--- src/rtl/alu_seq_ctrl.sv ---
// alu_seq_ctrl: registered ALU-control decoder with an iterative multiply/divide
// sequencer that drives the HI/LO result registers. Sits in the EX stage, between
// the main control unit and the datapath ALU.
//
// Optional feature macro: ALU_SEQ_SIGNED_MD_EN
//   When it is defined, signed MULT (funct 011000) and DIV (funct 011010) are
//   decoded. The operands are converted to magnitudes when the request is accepted,
//   the unsigned core does the work, and a FIXUP state applies the signs before DONE.
//   When it is undefined, those two functs decode as illegal and FIXUP is not built.
//
// Handshake:
//   - A request is accepted on a rising edge where in_valid && in_ready.
//   - in_ready is high only in IDLE. Requests offered while busy are ignored,
//     not queued, so the upstream stage must hold them.
//   - out_valid is a one-cycle pulse.
//   - md_done qualifies out_valid as a mult/div result in hi/lo.
//   - illegal qualifies out_valid as an undecodable request.
//   - dbg_state exposes the FSM state.
module alu_seq_ctrl #(
  parameter int unsigned WIDTH        = 32,
  parameter logic [3:0]  ILLEGAL_CODE = 4'b0010
) (
  input  logic             clk,
  input  logic             rst,
  input  logic             in_valid,
  output logic             in_ready,
  input  logic [5:0]       opcode,
  input  logic [5:0]       funct,
  input  logic [1:0]       aluOp,
  input  logic [WIDTH-1:0] a,
  input  logic [WIDTH-1:0] b,
  output logic [3:0]       aluOpOut,
  output logic             out_valid,
  output logic             md_done,
  output logic             illegal,
  output logic [WIDTH-1:0] hi,
  output logic [WIDTH-1:0] lo,
  output logic [2:0]       dbg_state
);

  // Shared ALU-code definitions
  localparam logic [3:0] ALU_AND = 4'b0000;
  localparam logic [3:0] ALU_OR  = 4'b0001;
  localparam logic [3:0] ALU_ADD = 4'b0010;
  localparam logic [3:0] ALU_SLL = 4'b0011;
  localparam logic [3:0] ALU_SRL = 4'b0100;
  localparam logic [3:0] ALU_SUB = 4'b0110;
  localparam logic [3:0] ALU_SLT = 4'b0111;
  localparam logic [3:0] ALU_NOR = 4'b1100;

  // I-type opcodes decoded when aluOp = 11
  localparam logic [5:0] OP_ADDI = 6'b001000;
  localparam logic [5:0] OP_SLTI = 6'b001010;
  localparam logic [5:0] OP_ANDI = 6'b001100;
  localparam logic [5:0] OP_ORI  = 6'b001101;

  localparam int unsigned       CW       = (WIDTH > 1) ? $clog2(WIDTH) : 1;
  localparam logic [CW-1:0]     CNT_LAST = CW'(WIDTH - 1);

  typedef enum logic [2:0] {
    S_IDLE  = 3'd0,
    S_MUL   = 3'd1,
    S_DIV   = 3'd2,
`ifdef ALU_SEQ_SIGNED_MD_EN
    S_FIXUP = 3'd4,
`endif
    S_DONE  = 3'd3
  } state_t;

  typedef enum logic [1:0] {
    K_ALU = 2'd0,
    K_MUL = 2'd1,
    K_DIV = 2'd2,
    K_ILL = 2'd3
  } kind_t;

  state_t               r_state;
  logic [3:0]           r_code;
  logic                 r_out_valid;
  logic                 r_md_done;
  logic                 r_illegal;
  logic [WIDTH-1:0]     r_hi;
  logic [WIDTH-1:0]     r_lo;
  // Shared work register.
  //   MUL: {partial product high, multiplier shifting out}
  //   DIV: {remainder, dividend shifting out / quotient shifting in}
  logic [2*WIDTH-1:0]   r_acc;
  logic [WIDTH-1:0]     r_opnd;       // multiplicand or divisor
  logic [CW-1:0]        r_cnt;

  kind_t                w_kind;
  logic [3:0]           w_code;
  logic [WIDTH-1:0]     w_a_mag;
  logic [WIDTH-1:0]     w_b_mag;
  logic [WIDTH:0]       w_mul_sum;
  logic [2*WIDTH-1:0]   w_mul_next;
  logic [WIDTH:0]       w_div_shift;
  logic [WIDTH:0]       w_div_diff;
  logic                 w_div_ge;
  logic [WIDTH-1:0]     w_div_rem;
  logic [2*WIDTH-1:0]   w_div_next;

`ifdef ALU_SEQ_SIGNED_MD_EN
  logic                 w_sgn;
  logic                 w_a_neg;
  logic                 w_b_neg;
  logic                 r_sgn;
  logic                 r_neg_p;      // product/quotient must be negated
  logic                 r_neg_r;      // remainder must be negated (sign of a)
  logic                 r_is_div;
`endif

  assign in_ready  = (r_state == S_IDLE) && !rst;
  assign aluOpOut  = r_code;
  assign out_valid = r_out_valid;
  assign md_done   = r_md_done;
  assign illegal   = r_illegal;
  assign hi        = r_hi;
  assign lo        = r_lo;
  assign dbg_state = r_state;

  // Decode the request into an operation kind and a 4-bit ALU code
  always_comb begin
    w_kind = K_ILL;
    w_code = ILLEGAL_CODE;
`ifdef ALU_SEQ_SIGNED_MD_EN
    w_sgn  = 1'b0;
`endif
    case (aluOp)
      2'b00: begin w_kind = K_ALU; w_code = ALU_ADD; end
      2'b01: begin w_kind = K_ALU; w_code = ALU_SUB; end
      2'b10: begin
        case (funct)
          6'b000000: begin w_kind = K_ALU; w_code = ALU_SLL; end
          6'b000010: begin w_kind = K_ALU; w_code = ALU_SRL; end
          6'b100000: begin w_kind = K_ALU; w_code = ALU_ADD; end
          6'b100010: begin w_kind = K_ALU; w_code = ALU_SUB; end
          6'b100100: begin w_kind = K_ALU; w_code = ALU_AND; end
          6'b100101: begin w_kind = K_ALU; w_code = ALU_OR;  end
          6'b100111: begin w_kind = K_ALU; w_code = ALU_NOR; end
          6'b101010: begin w_kind = K_ALU; w_code = ALU_SLT; end
          6'b011001: w_kind = K_MUL;
          6'b011011: w_kind = K_DIV;
`ifdef ALU_SEQ_SIGNED_MD_EN
          6'b011000: begin w_kind = K_MUL; w_sgn = 1'b1; end
          6'b011010: begin w_kind = K_DIV; w_sgn = 1'b1; end
`endif
          default: ;
        endcase
      end
      default: begin
        case (opcode)
          OP_ANDI: begin w_kind = K_ALU; w_code = ALU_AND; end
          OP_ORI:  begin w_kind = K_ALU; w_code = ALU_OR;  end
          OP_SLTI: begin w_kind = K_ALU; w_code = ALU_SLT; end
          OP_ADDI: begin w_kind = K_ALU; w_code = ALU_ADD; end
          default: ;
        endcase
      end
    endcase
  end

`ifdef ALU_SEQ_SIGNED_MD_EN
  // Signed requests run on magnitudes; the signs are re-applied in FIXUP
  assign w_a_neg = w_sgn & a[WIDTH-1];
  assign w_b_neg = w_sgn & b[WIDTH-1];
  assign w_a_mag = w_a_neg ? ({WIDTH{1'b0}} - a) : a;
  assign w_b_mag = w_b_neg ? ({WIDTH{1'b0}} - b) : b;
`else
  assign w_a_mag = a;
  assign w_b_mag = b;
`endif

  // Shift-add step: add the multiplicand to the high half when the multiplier LSB
  // is set, then shift the whole product right by one
  assign w_mul_sum  = {1'b0, r_acc[2*WIDTH-1:WIDTH]}
                    + {1'b0, (r_acc[0] ? r_opnd : {WIDTH{1'b0}})};
  assign w_mul_next = {w_mul_sum, r_acc[WIDTH-1:1]};

  // Restoring-division step: shift in the next dividend bit, then subtract the
  // divisor if it fits
  assign w_div_shift = r_acc[2*WIDTH-1:WIDTH-1];
  assign w_div_diff  = w_div_shift - {1'b0, r_opnd};
  assign w_div_ge    = ~w_div_diff[WIDTH];
  assign w_div_rem   = w_div_ge ? w_div_diff[WIDTH-1:0] : w_div_shift[WIDTH-1:0];
  assign w_div_next  = {w_div_rem, r_acc[WIDTH-2:0], w_div_ge};

  // Control FSM with registered outputs; hi/lo are written only on entry to DONE
  always_ff @(posedge clk or posedge rst) begin
    if (rst) begin
      r_state     <= S_IDLE;
      r_code      <= 4'b0000;
      r_out_valid <= 1'b0;
      r_md_done   <= 1'b0;
      r_illegal   <= 1'b0;
      r_hi        <= '0;
      r_lo        <= '0;
      r_acc       <= '0;
      r_opnd      <= '0;
      r_cnt       <= '0;
`ifdef ALU_SEQ_SIGNED_MD_EN
      r_sgn       <= 1'b0;
      r_neg_p     <= 1'b0;
      r_neg_r     <= 1'b0;
      r_is_div    <= 1'b0;
`endif
    end else begin
      r_out_valid <= 1'b0;
      r_md_done   <= 1'b0;
      r_illegal   <= 1'b0;
      case (r_state)
        S_IDLE: begin
          if (in_valid) begin
            case (w_kind)
              K_ALU: begin
                r_code      <= w_code;
                r_out_valid <= 1'b1;
              end
              K_MUL: begin
                r_acc   <= {{WIDTH{1'b0}}, w_b_mag};
                r_opnd  <= w_a_mag;
                r_cnt   <= '0;
                r_state <= S_MUL;
              end
              K_DIV: begin
                if (b == '0) begin
                  // Divide by zero completes immediately, with no iterations
                  r_hi        <= a;
                  r_lo        <= '1;
                  r_out_valid <= 1'b1;
                  r_md_done   <= 1'b1;
                  r_state     <= S_DONE;
                end else begin
                  r_acc   <= {{WIDTH{1'b0}}, w_a_mag};
                  r_opnd  <= w_b_mag;
                  r_cnt   <= '0;
                  r_state <= S_DIV;
                end
              end
              default: begin
                r_code      <= ILLEGAL_CODE;
                r_out_valid <= 1'b1;
                r_illegal   <= 1'b1;
              end
            endcase
`ifdef ALU_SEQ_SIGNED_MD_EN
            r_sgn    <= w_sgn;
            r_neg_p  <= w_a_neg ^ w_b_neg;
            r_neg_r  <= w_a_neg;
            r_is_div <= (w_kind == K_DIV);
`endif
          end
        end
        S_MUL: begin
          r_acc <= w_mul_next;
          r_cnt <= r_cnt + CW'(1);
          if (r_cnt == CNT_LAST) begin
`ifdef ALU_SEQ_SIGNED_MD_EN
            if (r_sgn) begin
              r_state <= S_FIXUP;
            end else begin
              {r_hi, r_lo} <= w_mul_next;
              r_out_valid  <= 1'b1;
              r_md_done    <= 1'b1;
              r_state      <= S_DONE;
            end
`else
            {r_hi, r_lo} <= w_mul_next;
            r_out_valid  <= 1'b1;
            r_md_done    <= 1'b1;
            r_state      <= S_DONE;
`endif
          end
        end
        S_DIV: begin
          r_acc <= w_div_next;
          r_cnt <= r_cnt + CW'(1);
          if (r_cnt == CNT_LAST) begin
`ifdef ALU_SEQ_SIGNED_MD_EN
            if (r_sgn) begin
              r_state <= S_FIXUP;
            end else begin
              r_hi        <= w_div_next[2*WIDTH-1:WIDTH];
              r_lo        <= w_div_next[WIDTH-1:0];
              r_out_valid <= 1'b1;
              r_md_done   <= 1'b1;
              r_state     <= S_DONE;
            end
`else
            r_hi        <= w_div_next[2*WIDTH-1:WIDTH];
            r_lo        <= w_div_next[WIDTH-1:0];
            r_out_valid <= 1'b1;
            r_md_done   <= 1'b1;
            r_state     <= S_DONE;
`endif
          end
        end
`ifdef ALU_SEQ_SIGNED_MD_EN
        S_FIXUP: begin
          if (r_is_div) begin
            r_lo <= r_neg_p ? ({WIDTH{1'b0}} - r_acc[WIDTH-1:0]) : r_acc[WIDTH-1:0];
            r_hi <= r_neg_r ? ({WIDTH{1'b0}} - r_acc[2*WIDTH-1:WIDTH])
                            : r_acc[2*WIDTH-1:WIDTH];
          end else begin
            {r_hi, r_lo} <= r_neg_p ? ({(2*WIDTH){1'b0}} - r_acc) : r_acc;
          end
          r_out_valid <= 1'b1;
          r_md_done   <= 1'b1;
          r_state     <= S_DONE;
        end
`endif
        S_DONE: begin
          r_state <= S_IDLE;
        end
        default: begin
          r_state <= S_IDLE;
        end
      endcase
    end
  end

endmodule

--- config.mk ---
export PLATFORM = sky130hd
export DESIGN_NAME = alu_seq_ctrl
export DESIGN_NICKNAME = d
export VERILOG_FILES = /design/src/rtl/alu_seq_ctrl.sv
export SDC_FILE = /design/constraint.sdc
export NUM_CORES = 1
export LEC_CHECK = 0
export ABC_CLOCK_PERIOD_IN_PS = 20000
export CAP_MARGIN = 10
export CORE_MARGIN = 3
export CORE_UTILIZATION = 62
export CTS_CLUSTER_SIZE = 10
export DETAILED_ROUTE_END_ITERATION = 16
export PLACE_DENSITY = 0.88
export SYNTH_ARGS = -nofsm -noshare
export SYNTH_HDL_FRONTEND = slang
export SYNTH_SLANG_ARGS = --single-unit
--- constraint.sdc ---
create_clock -name clk -period 20 [get_ports clk]
set_input_delay 5 -clock clk [delete_from_list [all_inputs] [get_ports clk]]
set_output_delay 5 -clock clk [all_outputs]
set_load 0.01 [all_outputs]
==> summary.md, run 1 <==
| Metric | Value |
|---|---|
| Post-Synth XOR/XNOR Area | 3.778% |
| TritonCTS buffer count | 17 |
| CTS root buf | clkbuf_16 |
| Post-DR wirelength/cell | 21.61 µm |
| Ant diodes | 0 |
| Max_slew headroom | 19.93% |
| Critical Path Source Type | input pin |
| Vias in the first global route | 11750 |
| Required time of the worst setup path | 15000 ps |
| R2R Path End | r_acc[43]$_DFFE_PP0P_ |
| Routability cong. | 0.9620 |
| ANT nets after route | 0 |
| Layout cell share with drive strength beyond 1 | 8.910% |
| Yosys top cell area share | 34.15% |
| Clock sink total | 174 |
| Worst R2R Setup Slack | 15010 ps |
| Highest routed layer | met4 |
| Critical Path End Type | output pin |
| Hold Crit Class | register to register |
| Mux contribution to synthesized area | 10.14% |
| Fin. Hold Viols | 0 |
| Status | completed |
| Compound-Gate Fraction of Synth Area | 24.75% |
| Synth area leaders | dfrtp_1 (34%), ha_1 (7.4%), o21ai_0 (6.3%), mux2_2 (5.7%), nand2_1 (4.7%) |
| Num ports | 156 |
| DIE AREA | 0.02232 mm² |
| Syn Nets | 1618 |
| R2R depth | 15 |
| Post-synth EDFFs | 0 |
| Post-synthesis average cell area | 8.733 µm² |
| DRC | 0 |
| Seq/Total Area, Yosys | 34.15% |
| Worst-Margin Slew | 1198 ps |
| Max Slew Vio Count | 0 |
| Clk slew on worst S/H paths | 70 ps |
| Post-Syn Area | 0.01275 mm² |
| DRT Pass-1 Iters | 6 |
| Vias per inst | 6.647 |
| # setup viols final | 0 |
| Final WL | 39440 µm |
| Synth unique cells | 76 |
| Crit path DAT | 6190 ps |
| Final instance area | 0.01494 mm² |
| DR WL met3 | 4088 µm |
| Die Y | 149.4 µm |
| Cell Area, Placed | 0.01434 mm² |
| Initial Utilization | 64.25% |
| Fin nets | 1705 |
| Layout fillers | 1379 |
| IO buf count | 154 |
| VDD IR-drop max | 233.0 µV |
| PD cells | 182.1 mW/mm² |
| Hold-fix buffers at CTS | 0 |
| Setup TNS | 0 ps |
| Capture point of the critical path | in_ready |
| Placed Cells | 1793 |
| Grt total ovfl | 0 |
| Max-cap violation count | 0 |
| First-pass GRT wire length | 62730 µm |
| Post-Synth Simple-Gate Area | 14.78% |
| CTS H-tree lvls | 4 |
| Critical path class | input pin to output pin |
| RR Startpoint | r_acc[31]$_DFFE_PP0P_ |
| Pleak | 6.659 nW |
| Final std cells w/o fill | 1825 |
| Met2 WL post-DR | 18390 µm |
| Post-Route Utilization | 75.26% |
| Minimum clock period | 11190 ps |
| Worst setup startpoint | rst |
| Clock Latency Late Sink | 450 ps |
| Setup bufs post-CTS | 0 |
| Main combinational cell family by area after synthesis | compound AO/OA/AOI/OAI gates |
| Ys Warns | 0 |
| Initial antenna violation count | 0 |
| Synth Area in Adders | 7.674% |
| Crit-path max FO | 2 |
| # rows | 51 |
| Chip width | 149.4 µm |
| Via count | 12130 |
| Top FF cell, synth | dfrtp_1 |
| Fmax | 89.38 MHz |
| CTS tree | done |
| Met1 wire length | 16120 µm |
| HPWL after DPL | 28340 µm |
| DRT iter0 DRCs | 1279 |
| Clock Skews | 14.87 ps |
| Post-CTS sizing | 0 |
| Mapped Cells | 1460 |
| Pin count of the biggest net entering global routing | 80 |
| Ys async rst share | 100.0% |
| Clock buffer depth | 2 |
| Dpl ws | 8791 ps |
| Final worst-path cycle share | 55.94% |
| Largest area contributor in the netlist | dfrtp_1 |
| Final worst slack | 8812 ps |
| Unrepaired setup endpoints after global routing | no |
| GR Util All Layers | 35.39% |
| Number of synthesized register bits | 174 |
| Area growth syn-to-layout | 17.14% |
| Core ar. | 0.01985 mm² |
-- area by class of cell --
class                   count  area, µm²  area share [%]
repair buffers            164       1617           10.82
clock buffers              17      425.4           2.848
well taps                 265      331.6           2.220
multi-input cells        1133       7819           52.35
clock inverters            15      170.2           1.139
flip-flops and latches    174       4354           29.15
inverters                  57      219.0           1.466
-- logic make-up (layout without fill, tap and decap cells) --
logic type	after synthesis	in the layout
buffers and inverters	153	253
and+or+nand+nor	388	388
other	1	1
xor gates and xnor gates	55	55
AOI/OAI and AO/OA	495	495
adders and majority gates	77	77
muxes	117	117
DFF	174	174
-- worst min-delay path by stage --
stage	start	endpoint	slack [ps]	cells after the start
3_3_place_gp	hi[27]$_DFFE_PP0P_	hi[27]$_DFFE_PP0P_	480	2
3_5_place_dp	hi[28]$_DFFE_PP0P_	hi[28]$_DFFE_PP0P_	490	2
4_1_cts	hi[28]$_DFFE_PP0P_	hi[28]$_DFFE_PP0P_	510	2
5_1_grt	lo[3]$_DFFE_PP0P_	lo[3]$_DFFE_PP0P_	520	1
6_report	hi[28]$_DFFE_PP0P_	hi[28]$_DFFE_PP0P_	510	2
2_1_floorplan	r_opnd[10]$_DFFE_PP0P_	r_opnd[10]$_DFFE_PP0P_	460	2
-- worst max-delay path, cell delays in order --
cell and delay, ps:
clkdlybuf4s50_1 490, nor2b_1 150, clkdlybuf4s50_1 540
-- metrics by stage --
step / total power, mW / hold slack, ps
floorplan: 1.818 / 463.2
global placement: 2.268 / 477.0
detailed placement: 2.327 / 487.2
CTS: 2.681 / 505.7
global route: 2.891 / 524.1
finish: 2.720 / 510.3
-- synthesized netlist by cell type (all sizes together), types with 11 or more instances --
cell and count:
buf 12, inv 57, xor2 18, nand3 21, mux2 79, o21ai 201, a22oi 18, mux2i 38
xnor2 37, a21o 34, a21oi 104, ha 75, and2 42, dfrtp 174, and3 35, clkbuf 84
nor4 11, a31oi 15, nor2 51, a221o 33, nor3 12, nand2 160
-- placed cells by master (no fill, tap or decap), types with 5 or more instances in the layout --
cell	instances
a211oi_1	6
a21o_1	34
a21oi_1	104
a221o_1	33
a221oi_1	5
a22o_1	6
a22oi_1	10
a22oi_2	8
a31oi_1	14
and2_1	40
and3_1	35
buf_4	10
clkbuf_16	17
clkdlybuf4s50_1	154
dfrtp_1	174
ha_1	72
inv_1	54
inv_6	6
mux2_1	9
mux2_2	64
mux2_4	6
mux2i_1	38
nand2_1	160
nand2b_1	7
nand3_1	21
nand4_1	9
nor2_1	51
nor2b_1	10
nor3_1	12
nor3b_1	8
nor4_1	11
o211ai_1	9
o21a_1	8
o21ai_0	161
o21ai_1	38
o21bai_1	7
o31ai_1	5
or3_1	7
xnor2_1	37
xor2_1	18
-- routing by layer --
metal	GRT usage (%)	up-vias
li1	-	5499
met1	49.05	5884
met2	56.22	680
met3	8.326	68
met4	9.519	0
met5	0	-
-- power breakdown --
| part | internal (mW) | switching, mW | leakage, nW | total (mW) |
|---|---|---|---|---|
| clock network | 0.169 | 0.167 | 0.288 | 0.336 |
| registers | 0.511 | 0.152 | 2.19 | 0.663 |
| logic | 0.712 | 1.01 | 4.18 | 1.72 |
| total | 1.39 | 1.33 | 6.66 | 2.72 |
-- registers in the layout, summed over array words and instances, names as in the netlist, 2 cells and up --
register   count
hi            32
aluOpOut       4
r_cnt          5
r_acc         64
lo            32
r_opnd        32
dbg_state      2
Note: power is estimated with default switching activity, not from simulation.
==> inputs of run 2 (changes only) <==
- ABC_CLOCK_PERIOD_IN_PS: 20000 -> 11200
- CORE_UTILIZATION: 62 -> 57
- PLACE_DENSITY: 0.88 -> 0.81
- clock period: 20 -> 11.2 ns (I/O delays scaled with it)
==> run 2 against run 1 <==
- sequential cell count unchanged
- sequential share of layout area about the same
- routed wire length down 1.3%
- sequential power up 78%
- final cell count up 0.82%
- critical path depth up 12
- power up 78%
- highest routed layer unchanged
- global-route usage down 4.0 points
- clock power up 78%
- hold slack worse by 3.9 ps
- combinational power up 78%
- largest cell class unchanged
==> summary.md, run 2 (synthesis results as in run 1) <==
| Metric | Value |
|---|---|
| Final worst-path cycle share | 71.85% |
| Clock Skews | 12.28 ps (-2.593 ps) |
| Clock sink total | 174 (unchanged) |
| VDD IR-drop max | 223.9 µV (-3.9%) |
| Critical Path End Type | register |
| Hold Crit Class | register to register |
| Chip width | 155.6 µm (+4.1%) |
| Most common cell after layout, fill and taps aside | dfrtp_1 |
| CTS root buf | clkbuf_16 |
| HPWL after DPL | 28200 µm (-0.47%) |
| Max_slew headroom | 20.38% (+0.45 points) |
| Unrepaired setup endpoints after global routing | no |
| Setup bufs post-CTS | 0 (unchanged) |
| Layout fillers | 1796 (+30%) |
| Reg area | 0.004354 mm² (unchanged) |
| IO buf count | 154 (unchanged) |
| GR Util All Layers | 31.41% (-4.0 points) |
| Via count | 11940 (-1.6%) |
| Clock buffer depth | 2 (unchanged) |
| Pin count of the biggest net entering global routing | 83 (+3.8%) |
| Routability cong. | 0.9427 (-2.0%) |
| Area of the multi-input gates | 0.007819 mm² (unchanged) |
| Max FFs per register | 64 (unchanged) |
| Core ar. | 0.02189 mm² (+10%) |
| Fin. Hold Viols | 0 (unchanged) |
| Crit-path max FO | 71 (+69) |
| Most flops, register | r_acc |
| # setup viols final | 0 (unchanged) |
| Vias per inst | 6.490 (-2.4%) |
| Critical path class | input pin to register |
| Vias in the first global route | 11470 (-2.4%) |
| Hold-fix buffers at CTS | 0 (unchanged) |
| Max-cap violation count | 0 (unchanged) |
| Ant diodes | 0 (unchanged) |
| Final WL | 38940 µm (-1.3%) |
| Grt total ovfl | 0 (unchanged) |
| Die Y | 155.6 µm (+4.1%) |
| Area growth syn-to-layout | 17.25% (about the same) |
| Fin nets | 1706 (+0.059%) |
| CTS tree | done |
| Clk slew on worst S/H paths | 70 ps (about the same) |
| PD cells | 323.4 mW/mm² (+78%) |
| Post-CTS sizing | 0 (unchanged) |
| Layout cell share with drive strength beyond 1 | 8.910% (unchanged) |
| Initial antenna violation count | 0 (unchanged) |
| CTS H-tree lvls | 4 (unchanged) |
| DRT Pass-1 Iters | 5 (-1) |
| Post-DR wirelength/cell | 21.16 µm (-2.1%) |
| Clock Latency Late Sink | 440 ps (about the same) |
| Cell Area, Placed | 0.01437 mm² (+0.18%) |
| First-pass GRT wire length | 61180 µm (-2.5%) |
| Crit path DAT | 8380 ps (+2190 ps) |
| Worst-Margin Slew | 1194 ps (-3.836 ps) |
| ANT nets after route | 0 (unchanged) |
| TritonCTS buffer count | 17 (unchanged) |
| Pleak | 6.652 nW (-0.10%) |
| Setup TNS | 0 ps (unchanged) |
| Max Slew Vio Count | 0 (unchanged) |
| DIE AREA | 0.02420 mm² (+8.4%) |
| Critical Path Source Type | input pin |
| Minimum clock period | 8047 ps |
| Required time of the worst setup path | 11530 ps (-3470 ps) |
| Num ports | 156 (unchanged) |
| # rows | 54 (+5.9%) |
| Most frequent cells in the layout | dfrtp_1 (174), o21ai_0 (161), nand2_1 (160) |
| DRT iter0 DRCs | 1151 (-10%) |
| DRC | 0 (unchanged) |
| Fmax | 124.3 MHz |
| Status | completed |
| Final instance area | 0.01495 mm² (about the same) |
| Initial Utilization | 58.24% (-6.0 points) |
-- run 2: layout make-up --
class	instances	share of cell area, %
tap	280	2.343
multi-input combinational	1133	52.30
timing repair buffer	165	10.86
inverter	57	1.465
clock inverter	14	1.055
clock buffer	17	2.846
sequential	174	29.13
-- run 2: routing by layer --
layer,GRT usage [%],wire (µm),vias to the layer above
met1,44.28,16400,5712
met3,5.936,3551,119
li1,-,-,5490
met4,12.09,1437,0
met5,0,0,-
met2,48.35,17550,621
-- run 2: final timing paths --
kind | startpoint | endpoint | slack (ps) | cells after the start
min | aluOpOut[2]$_DFFE_PP0P_ | aluOpOut[2]$_DFFE_PP0P_ | 510 | 2
min in group asynchronous | rst | lo[19]$_DFFE_PP0P_ | 2920 | 2
max in group asynchronous | rst | lo[0]$_DFFE_PP0P_ | 7180 | 3
max | funct[5] | hi[25]$_DFFE_PP0P_ | 3150 | 15
min reg2reg | aluOpOut[2]$_DFFE_PP0P_ | aluOpOut[2]$_DFFE_PP0P_ | 510 | 2
max reg2reg | r_acc[31]$_DFFE_PP0P_ | r_acc[42]$_DFFE_PP0P_ | 6490 | 15
-- run 2: where the power goes --
group          switching (mW)  total, mW  internal, mW
Clock                   0.267      0.599         0.331
Combinational            1.79       3.06          1.27
Sequential              0.263       1.18         0.913
Total                    2.32       4.83          2.52
-- run 2: critical path: stages --
cell and delay, ps:
clkdlybuf4s50_1 540, nand2b_1 220, nor3b_1 370, o21ai_0 150
a21oi_1 210, a21oi_1 140, inv_1 140, ha_4 850
inv_1 100, nor3_1 430, nand2_1 100, nand2_1 90
and2_2 950, nand2_1 830, o21ai_0 390
-- run 2: metrics by stage --
stage | total power, mW | worst slack, ps | instances | utilization, % | hold WS, ps
floorplan | 3.246 | 3683 | 1460 | - | 463.2
global placement | 4.072 | 3114 | 1809 | 65.63 | 480.3
CTS | 4.778 | 3211 | 1840 | 68.29 | 503.3
finish | 4.834 | 3153 | 1840 | 68.29 | 506.5
global route | 5.159 | 2680 | 1840 | 68.29 | 516.5
detailed placement | 4.142 | 2771 | 1809 | 65.63 | 484.8
==> inputs of run 3 (changes only) <==
- ABC_CLOCK_PERIOD_IN_PS: 11200 -> 7850
- clock period: 11.2 -> 7.85 ns (I/O delays scaled with it)
==> run 3 against run 2 <==
- via count is 0.83% lower
- hold slack worse by 3.8 ps
- global-route usage hardly changed
- power is 42% higher
- non-clock buffer count is 1 lower
- first-iteration DRC count is 5.2% lower
- clock power is 47% higher
- die area stayed put
- combinational power is 42% higher
- worst setup slack worse by 1100 ps
- critical path depth stayed put
- critical path type unchanged
==> summary.md, run 3 (synthesis results as in run 1) <==
| Metric | Value |
|---|---|
| Status | completed |
| Combinational group share of total power | 62.9% (-0.4 points) |
| Internal power | 3.608 mW (+43%) |
| Critical Path End Type | register |
| Critical Path Source Type | input pin |
| Routability cong. | 0.9360 (-0.71%) |
| Reg area | 0.004354 mm² (unchanged) |
| Pin count of the biggest net entering global routing | 106 (+28%) |
| DRT Pass-1 Iters | 5 (unchanged) |
| Most flops, register | r_acc |
| Pleak | 6.667 nW (+0.23%) |
| Buf+Inv Stages, Crit Path | 3 (unchanged) |
| # setup viols final | 0 (unchanged) |
| # rows | 54 (unchanged) |
| Die Y | 155.6 µm (unchanged) |
| ANT nets after route | 0 (unchanged) |
| Final worst-path cycle share | 73.71% |
| First-pass GRT wire length | 61130 µm (about the same) |
| Dpl ws | 1717 ps (-1054 ps) |
| CTS tree | done |
| TritonCTS buffer count | 17 (unchanged) |
| Minimum clock period | 5786 ps |
| Clock sink total | 174 (unchanged) |
| Worst-Margin Slew | 1256 ps (+61.53 ps) |
| DRC | 0 (unchanged) |
| Clock buffer depth | 2 (unchanged) |
| Post-DR wirelength/cell | 20.90 µm (-1.3%) |
| Setup bufs post-CTS | 0 (unchanged) |
| CTS H-tree lvls | 4 (unchanged) |
| Fin. Hold Viols | 0 (unchanged) |
| Cell mode on critical path | nand2_1 |
| DIE AREA | 0.02420 mm² (unchanged) |
| Final worst slack | 2064 ps (-1089 ps) |
| CTS root buf | clkbuf_16 |
| Clock power share | 12.8% (+0.4 points) |
| CP peak stage delay | 660 ps (-290 ps) |
| Crit path DAT | 6120 ps (-2260 ps) |
| Vias in the first global route | 11500 (+0.27%) |
| Area growth syn-to-layout | 17.39% |
| Grt total ovfl | 0 (unchanged) |
| Most common cell after layout, fill and taps aside | dfrtp_1 |
| VDD IR-drop max | 282.6 µV (+26%) |
| Clock Skews | 10.15 ps (-2.124 ps) |
| Required time of the worst setup path | 8180 ps (-3350 ps) |
| Max FFs per register | 64 (unchanged) |
| Hold Crit Class | register to register |
| Layout cell share with drive strength beyond 1 | 8.846% (-0.064 points) |
| Crit-path slowest cell | nand2_1 |
| Initial antenna violation count | 0 (unchanged) |
| Via count | 11840 (-0.83%) |
| Sequential share of power | 24.4% (about the same) |
| Switching power | 3.280 mW (+42%) |
| IO buf count | 154 (unchanged) |
| HPWL after DPL | 28480 µm (+0.97%) |
| Unrepaired setup endpoints after global routing | no |
| Clk slew on worst S/H paths | 70 ps (about the same) |
| Num ports | 156 (unchanged) |
| Cell family with most CP delay | simple AND/OR/NAND/NOR gates |
| Switch share | 47.62% (-0.31 points) |
| DRT iter0 DRCs | 1091 (-5.2%) |
| Max_slew headroom | 16.07% (-4.3 points) |
| Fmax | 172.8 MHz |
| Critical path class | input pin to register |
| Stages on the worst setup path | 15 (unchanged) |
| PD cells | 460.2 mW/mm² (+42%) |
| Crit-path max FO | 34 (-52%) |
| Chip width | 155.6 µm (unchanged) |
| Crit-path cells | clkdlybuf4s50_1 > nand2b_1 > nor3b_1 > o21ai_0 > a21oi_1 > a21oi_1 > inv_1 > ha_4 > inv_1 > nor3_1 > nand2_1 > nand2_1 > and2_2 > nand2_1 > o21ai_0 |
| Area of the multi-input gates | 0.007819 mm² (unchanged) |
| Setup TNS | 0 ps (unchanged) |
| Core ar. | 0.02189 mm² (unchanged) |
| Vias per inst | 6.436 (-0.83%) |
| Final WL | 38450 µm (-1.3%) |
| Ant diodes | 0 (unchanged) |
| R2R depth | 14 (-1) |
| Max-cap violation count | 0 (unchanged) |
| Layout fillers | 1770 (-1.4%) |
| Most frequent cells in the layout | dfrtp_1 (174), o21ai_0 (161), nand2_1 (160) |
| Fin nets | 1705 (-0.059%) |
| Hold-fix buffers at CTS | 0 (unchanged) |
| Worst hold stages | 2 (unchanged) |
| Initial Utilization | 58.24% (unchanged) |
| Post-CTS sizing | 0 (unchanged) |
| GR Util All Layers | 31.43% (about the same) |
| Clock Latency Late Sink | 440 ps (about the same) |
| Max Slew Vio Count | 0 (unchanged) |
[run 3: worst paths after layout]
path | startpoint | to | slack [ps]
setup reg to reg | r_acc[31]$_DFFE_PP0P_ | r_acc[63]$_DFFE_PP0P_ | 3000
hold / removal | aluOpOut[0]$_DFFE_PP0P_ | aluOpOut[0]$_DFFE_PP0P_ | 500
max in group asynchronous | rst | hi[23]$_DFFE_PP0P_ | 4260
hold reg to reg | aluOpOut[0]$_DFFE_PP0P_ | aluOpOut[0]$_DFFE_PP0P_ | 500
min in group asynchronous | rst | illegal$_DFF_PP0_ | 2150
setup / recovery | funct[5] | hi[1]$_DFFE_PP0P_ | 2060
[run 3: power by group through the flow]
stage / clock, mW / sequential, mW / combinational, mW
after floorplan: 0 / 1.60 / 3.03
after global placement: 0 / 1.66 / 4.13
after detailed placement: 0 / 1.67 / 4.23
after CTS: 0.882 / 1.66 / 4.27
after global routing: 0.918 / 1.71 / 4.74
final: 0.878 / 1.68 / 4.33
[run 3: metrics by stage]
stage / hold WS, ps / cells / area (µm²) / utilization [%] / power [mW]
after floorplan: 463.2 / 1460 / 12750 / - / 4.632
after global placement: 475.7 / 1808 / 14360 / 65.59 / 5.787
after detailed placement: 482.6 / 1808 / 14360 / 65.59 / 5.895
after CTS: 502.4 / 1840 / 14970 / 68.37 / 6.811
after global routing: 528.8 / 1840 / 14970 / 68.37 / 7.369
final: 502.6 / 1840 / 14970 / 68.37 / 6.888
[run 3: area by class of cell]
cell class / instances / share of cell area, %
timing repair buffer: 164 / 10.80
sequential: 174 / 29.09
clock inverter: 12 / 1.012
clock buffer: 20 / 3.051
multi-input combinational: 1133 / 52.24
inverter: 57 / 1.463
tap: 280 / 2.341
[run 3: routing by layer]
metal	GRT usage, %	vias to the layer above	share of wire [%]
met4	9.379	0	2.2
met1	44.30	5705	43
li1	-	5505	-
met3	5.437	64	8.5
met5	0	-	0
met2	50.16	569	47
[run 3: worst min-delay path, delay by kind of cell, from the launching register on]
| kind | cells | cell delay [ps] |
|---|---|---|
| DFF | 1 | 350 |
| AOI/OAI and AO/OA | 1 | 60 |
| and+or+nand+nor | 1 | 50 |
